**config.mk**
```make
export PLATFORM = sky130hd
export DESIGN_NAME = pipe_hold_ctrl
export DESIGN_NICKNAME = d
export VERILOG_FILES = /design/src/rtl/pipe_hold_ctrl.sv
export SDC_FILE = /design/constraint.sdc
export NUM_CORES = 1
export LEC_CHECK = 0
export BUFFER_PORTS_ARGS = -buffer_cell sky130_fd_sc_hd__buf_4
export CAP_MARGIN = 10
export CORE_ASPECT_RATIO = 1.2
export CORE_MARGIN = 3
export CORE_UTILIZATION = 47
export CTS_CLUSTER_DIAMETER = 150
export DETAILED_ROUTE_END_ITERATION = 8
export PLACE_DENSITY = 0.91
export SLEW_MARGIN = 5
export SYNTH_ARGS = -nofsm -noshare
export SYNTH_HDL_FRONTEND = slang
export SYNTH_SLANG_ARGS = --single-unit
```
**constraint.sdc**
```tcl
create_clock -name clk_i -period 3.9 [get_ports clk_i]
set_input_delay 0.195 -clock clk_i [delete_from_list [all_inputs] [get_ports clk_i]]
set_output_delay 0.195 -clock clk_i [all_outputs]
set_load 0.02 [all_outputs]
```
**src/rtl/pipe_hold_ctrl.sv**
```systemverilog
`default_nettype none
// ============================================================================
// Module   : pipe_hold_ctrl
// Purpose  : Hold/flush controller for the 3-stage pipeline. It sequences the
//            post-jump flush and counts stall cycles. Defining
//            PIPE_CTRL_BUS_WDOG_EN builds in the bus-wait watchdog.
// Revision : 1.0 - initial release
// ============================================================================
module pipe_hold_ctrl #(
   parameter int STALL_CNT_W = 32,
   parameter int BUS_TIMEOUT = 255
) (
   input  logic                   clk_i,
   input  logic                   rst_n_i,
   input  logic                   jump_flag_i,
   input  logic [31:0]            jump_addr_i,
   input  logic                   div_busy_i,
   input  logic                   int_hold_i,
   input  logic                   bus_hold_i,
   input  logic                   load_use_i,
   output logic [2:0]             hold_flag_o,
   output logic                   jump_flag_o,
   output logic [31:0]            jump_addr_o,
   output logic [STALL_CNT_W-1:0] stall_cnt_o,
   output logic                   bus_err_o
);

   localparam logic [2:0] c_HOLD_NONE  = 3'd0;
   localparam logic [2:0] c_HOLD_PC    = 3'd1;
   localparam logic [2:0] c_HOLD_IF_ID = 3'd2;
   localparam logic [2:0] c_HOLD_ID_EX = 3'd3;

   typedef enum logic [0:0] {
      ST_RUN   = 1'b0,
      ST_FLUSH = 1'b1
   } state_t;

   state_t                   r_state;
   logic [2:0]               w_hold;
   logic [STALL_CNT_W-1:0]   r_stall_cnt;

   // A pending jump outranks the flush so back-to-back redirects extend FLUSH.
   always_comb begin
      w_hold = c_HOLD_NONE;
      if (jump_flag_i)
         w_hold = c_HOLD_ID_EX;
      else if (r_state == ST_FLUSH)
         w_hold = c_HOLD_IF_ID;
      else if (div_busy_i || int_hold_i)
         w_hold = c_HOLD_ID_EX;
      else if (bus_hold_i)
         w_hold = c_HOLD_PC;
      else if (load_use_i)
         w_hold = c_HOLD_ID_EX;
   end

   assign hold_flag_o = w_hold;
   assign jump_flag_o = jump_flag_i;
   assign jump_addr_o = jump_flag_i ? jump_addr_i : 32'h0;
   assign stall_cnt_o = r_stall_cnt;

   always_ff @(posedge clk_i or posedge rst_n_i) begin
      if (rst_n_i)
         r_state <= ST_RUN;
      else
         r_state <= jump_flag_i ? ST_FLUSH : ST_RUN;
   end

   always_ff @(posedge clk_i or posedge rst_n_i) begin
      if (rst_n_i)
         r_stall_cnt <= '0;
      else if ((w_hold != c_HOLD_NONE) && (r_stall_cnt != '1))
         r_stall_cnt <= r_stall_cnt + STALL_CNT_W'(1);
   end

`ifdef PIPE_CTRL_BUS_WDOG_EN
   localparam int              c_WD_W   = (BUS_TIMEOUT < 1) ? 1 : $clog2(BUS_TIMEOUT + 1);
   localparam logic [c_WD_W-1:0] c_WD_MAX = c_WD_W'(BUS_TIMEOUT);

   logic [c_WD_W-1:0] r_wd_cnt;
   logic              r_bus_err;

   // Counter parks at the limit so a long wait raises a single pulse.
   always_ff @(posedge clk_i or posedge rst_n_i) begin
      if (rst_n_i) begin
         r_wd_cnt  <= '0;
         r_bus_err <= 1'b0;
      end else begin
         r_bus_err <= 1'b0;
         if (!bus_hold_i) begin
            r_wd_cnt <= '0;
         end else if (r_wd_cnt != c_WD_MAX) begin
            r_wd_cnt  <= r_wd_cnt + c_WD_W'(1);
            r_bus_err <= (r_wd_cnt == (c_WD_MAX - c_WD_W'(1)));
         end
      end
   end

   assign bus_err_o = r_bus_err;
`else
   assign bus_err_o = 1'b0;
`endif

endmodule
`default_nettype wire

```
==> results of run 1 <==
==> path summary, 6_finish.rpt <==
check | from | end
min | jump_flag_i | r_state
max reg2reg | stall_cnt_o[9] | stall_cnt_o[1]
max | stall_cnt_o[9] | stall_cnt_o[1]
min reg2reg | stall_cnt_o[21] | stall_cnt_o[21]
max in group asynchronous | rst_n_i | stall_cnt_o[1]
min in group asynchronous | rst_n_i | stall_cnt_o[23]
==> cell families after synthesis <==
group           after synthesis  share of synthesized area [%]
other cells                   1                         0.1978
compound gates                5                          1.849
buf+inv                      13                          3.630
mux                           1                         0.7918
xor+xnor                     30                          13.86
flops                        33                          43.56
fa+ha+maj                     1                         0.6600
simple gates                116                          35.45
==> report_power, final <==
part | switching (µW) | internal [µW] | leakage [µW]
Combinational | 199 | 180 | 0.000939
Sequential | 70.7 | 395 | 0.000387
Clock | 128 | 208 | 0.0000585
==> worst max-delay path, cell delays in order (launching register included) <==
cell,delay (ns)
dfrtp_1,0.45
nand4_1,0.19
or3_4,0.46
nor4_4,0.64
or2_4,0.25
mux2_4,0.29
==> placed cells by master, fill, tap and decap left out, drive strengths merged <==
cell         netlist  final
dfrtp             33     33
buf                5    108
nor4b              2      2
or3                3      3
nor2              13     13
nor3              10     10
and2              34     34
ha                 1      1
xor2              24     24
and4               2      2
o2111ai            1      1
xnor2              6      6
o21bai             1      1
mux2               1      1
conb               1      2
nor4              14     14
or3b               1      1
a31oi              1      1
nand3             10     10
a211oi             1      1
clkbuf             3      7
nand2             15     15
inv                5      5
nand2b             1      1
o21ai              1      1
nand4              7      7
and3               3      3
bufinv             0      1
or2                1      1
dlygate4sd3        0      1
==> sequential cells by signal, summed over array words and instances, names as in the netlist <==
register and flops:
stall_cnt_o 32, r_state 1
==> synth_stat cells (all sizes together), types with 5 or more instances <==
cell	instances	share of area, %
inv	5	0.99
xnor2	6	2.8
nand2	15	3.0
xor2	24	11
nor2	13	2.6
dfrtp	33	44
nor3	10	2.6
nand3	10	2.6
nor4	14	5.4
and2	34	11
nand4	7	2.3
buf	5	2.0
==> timing repair <==
item,CTS,global route
hold buffers,1,0
endpoints found under the hold margin,10,0
setup endpoints to repair,0,0
==> routing by layer <==
layer	track usage, %	wire [µm]	vias up
met5	0	0	-
met4	6.475	38	0
met3	7.375	484	4
met2	45.92	3021	106
met1	23.36	1932	905
li1	-	-	902
==> layout make-up <==
cell class              instances  area (µm²)
repair buffers                109       820.8
flip-flops and latches         33       825.8
well taps                      52       65.06
inverters                       5       18.77
multi-input cells             155        1005
clock inverters                 1       30.03
clock buffers                   7       86.33
fillers                       255       902.1
==> per-stage QoR <==
step,util [%],setup WS [ns],hold slack (ns),power [µW]
finish,75.97,1.497,0.1636,1181
global route,75.97,1.356,0.1704,1236
CTS,75.97,1.521,0.1580,1191
detailed placement,72.60,1.538,0.3139,854.1
global placement,72.60,1.620,0.3051,840.5
floorplan,-,1.743,0.2264,671.2
==> impl_metrics.tcl, run 1 <==
set metrics [dict create \
    r2r_cells 5 \
    drt_iter0_drc 168 \
    pin_count 108 \
    syn_area_um2 1896 \
    avgViaCountPerCell 5.296 \
    cts_buffer_depth 2 \
    place.gp.congestion 0.8546 \
    fin_crit_sh_pct 61.61 \
    skew_ns 0.01111 \
    min_path_cells 1 \
    cts_buffers 5 \
    post_cts_buffers 0 \
    totalWireLength_mm 5.476 \
    fin_nets 349 \
    die-area_um2 4835 \
    cts_tree "yes" \
    grt_pass1_wl_mm 8.694 \
    drive_above_1_share_pct 39.35 \
    grt_antenna_before_repair 0 \
    synth_ff_type "dfrtp_1" \
    area_delta_synth_final_pct 50.43 \
    gr-total-overflow 0 \
    r2r_slack_ns 1.50 \
    irDropWorstVdd_uv 212.3 \
    outcome "finished, final reports clean" \
    leakagePower_uw 0.001385 \
    crit_arrival_ns 2.57 \
    cp_max_fo 13 \
    placed_cell_area_um2 2725 \
    grt_max_degree 37 \
    stdcell_count 362 \
    worst_pin_slew_ns 0.7779 \
    cts_root_buf "clkbuf_8" \
    core-area_um2 3754 \
    synth.lib_cells_used.distinct 33 \
    avgSynthCellArea_um2 9.478 \
    grt_pass1_vias 1889 \
    slew-limit-headroom_pct 48.11 \
    initial_utilization_pct 50.50 \
    post_drt_wl_per_cell_um 15.13 \
    fp-row-count 24 \
    slew_violations 0 \
    yosys_warnings 0 \
    clkSinkCount 33 \
    cap_violations 0 \
    placed_cells 353 \
    antenna_cells 0 \
    fmax_mhz 416.2 \
    setup_viol 0 \
    synth_seq_cells 33 \
    start_kind "flop" \
    synth-seq-area-share_pct 43.56 \
    hold_viol_final 0 \
    dp_hpwl_mm 4.273 \
    die_w_um 63.98 \
    drc_errors 0 \
    fin_area_um2 2851 \
    num_vias 1917 \
    power.density_nw_per_um2 414.3 \
    cp.required_ns 4.07 \
    end_kind "flop" \
    die_h_um 75.57 \
    crit_type "flop to flop" \
    synth_edf_count 0 \
    ant_nets 0 \
    cts_max_level 2 \
    io_buffers 105 \
    cts.clk_slew.worst_paths_ns 0.07 \
    grt_util_all_layers_pct 23.21 \
    async_flop_share_pct 100.0 \
    synthCells 200 \
    clk_latency_ns 0.29 \
    min_period_ns 2.403 \
    hp-class "input port to flop" \
    cts-resized-gates 0 \
    setup_tns_ns 0 \
    first_pass_iters 4 \
    grt_setup_unrepaired "no" \
]
(Power assumes the default switching activity.)
==> inputs of run 2 (changes only) <==
CORE_UTILIZATION = 40   (was 47)
PLACE_DENSITY = 0.83   (was 0.91)
clock period = 2.1 ns   (was 3.9 ns; I/O delays follow)
==> impl_metrics.tcl, run 2 (synthesized netlist as in run 1, its figures left out) <==
set metrics [dict create \
    outcome "finished, final reports clean" \
    drive_above_1_share_pct 42.27 \
    ant_nets 0 \
    leakagePower_uw 0.001417 \
    setup_tns_ns 0 \
    wl_met3_um 499 \
    area_delta_synth_final_pct 53.99 \
    die_h_um 81.41 \
    placed_cells 364 \
    grt_pass1_wl_mm 8.997 \
    crit_type "flop to flop" \
    topRoutingLayerUsed "met4" \
    layout_setup_ws_ns 0.2068 \
    power.total_uw 2198 \
    min_path_cells 2 \
    met1_length_mm 1.978 \
    cts_max_level 2 \
    irDropWorstVdd_uv 347.6 \
    slew-limit-headroom_pct 67.19 \
    cts_tree "yes" \
    grt_pass1_vias 1964 \
    start_kind "flop" \
    layout_commonest_cell "buf_4" \
    cts_buffer_depth 2 \
    drt_iter0_drc 129 \
    totalWireLength_mm 5.554 \
    worst_pin_slew_ns 0.4876 \
    largest_reg_flops 32 \
    antenna_cells 0 \
    hold_viol_final 0 \
    fin_nets 356 \
    cap_violations 0 \
    cp_max_fo 6 \
    hp-class "input port to flop" \
    drc_errors 0 \
    cp.required_ns 2.27 \
    min_period_ns 1.893 \
    dp_hpwl_mm 4.385 \
    cts_buffers 5 \
    clkSinkCount 33 \
    grt_antenna_before_repair 0 \
    stdcell_count 373 \
    clk_latency_ns 0.28 \
    grt_util_all_layers_pct 21.60 \
    place.gp.congestion 0.8710 \
    num_vias 1930 \
    initial_utilization_pct 42.85 \
    cts.clk_slew.worst_paths_ns 0.07 \
    fmax_mhz 528.2 \
    core-area_um2 4424 \
    hold_ws_ns 0.2096 \
    end_kind "flop" \
    grt_max_degree 36 \
    grt_setup_unrepaired "no" \
    io_buffers 105 \
    slew_violations 0 \
    first_pass_iters 5 \
    fp-row-count 26 \
    die_w_um 68.84 \
    post_drt_wl_per_cell_um 14.89 \
    r2r_cells 5 \
    setup_viol 0 \
    wl_met2_mm 2.921 \
    crit_arrival_ns 2.07 \
    skew_ns 0.004725 \
    gr-total-overflow 0 \
    layout_common_cells "buf_4 (115), and2_1 (33), dfrtp_1 (29)" \
    pin_count 108 \
    cts_root_buf "clkbuf_8" \
    fin_crit_sh_pct 90.15 \
    power.density_nw_per_um2 753.0 \
    post_cts_buffers 0 \
    avgViaCountPerCell 5.174 \
    pre_cts_ws_ns 0.2139 \
    die-area_um2 5604 \
]
## run 2: cell count changes in the layout (fill, tap and decap cells not counted)
cell	before	now
buf_4	108	115
dfrtp_1	33	29
dfrtp_2	0	4
nor3_1	10	9
nor3_2	0	1
## run 2: metal layers
layer  up-vias  global-route usage [%]
met5         -                       0
met4         0                   9.747
met3        12                   6.840
met2       109                   37.88
met1       895                   23.23
li1        914                       -
## run 2: repair_timing
| action | CTS | global route |
|---|---|---|
| resized for setup | 0 | 1 |
| endpoints found under the setup margin | 0 | 1 |
| endpoints found under the hold margin | 33 | 0 |
| hold buffers | 1 | 0 |
## run 2: worst paths after layout
| kind | from | slack, ns | to |
|---|---|---|---|
| worst max-delay path | stall_cnt_o[16] | 0.21 | stall_cnt_o[1] |
| worst min-delay path | jump_flag_i | 0.21 | r_state |
| worst max register to register | stall_cnt_o[16] | 0.21 | stall_cnt_o[1] |
| worst min register to register | stall_cnt_o[21] | 0.49 | stall_cnt_o[21] |
| max in group asynchronous | rst_n_i | 1.33 | stall_cnt_o[16] |
| min in group asynchronous | rst_n_i | 0.46 | stall_cnt_o[19] |
## run 2: area by class of cell
class / instances / area, µm²
Clock inverter: 1 / 30.03
Timing Repair Buffer: 116 / 873.3
Sequential cell: 33 / 830.8
Clock buffer: 7 / 86.33
Fill cell: 389 / 1505
Tap cell: 56 / 70.07
Inverter: 5 / 18.77
Multi-Input combinational cell: 155 / 1010
## run 2: critical path, cell delays in order, from the launching register on
cell and delay (ns):
dfrtp_2 0.41, nand4_1 0.14, or3_4 0.42, nor4_4 0.32
or2_4 0.20, mux2_4 0.29
## run 2: where the power goes
group,internal [µW],leakage (µW),switching (µW),total [µW]
clock network,387,0.0000585,234,621
registers,734,0.000383,133,867
logic,339,0.000976,371,711
total,1460,0.00142,738,2200
## run 2: through the flow
step | util (%) | instance area [µm²]
2_1_floorplan | - | 1904
3_3_place_gp | 63.01 | 2788
3_5_place_dp | 63.01 | 2788
4_1_cts | 65.87 | 2914
5_1_grt | 65.98 | 2919
6_report | 65.98 | 2919
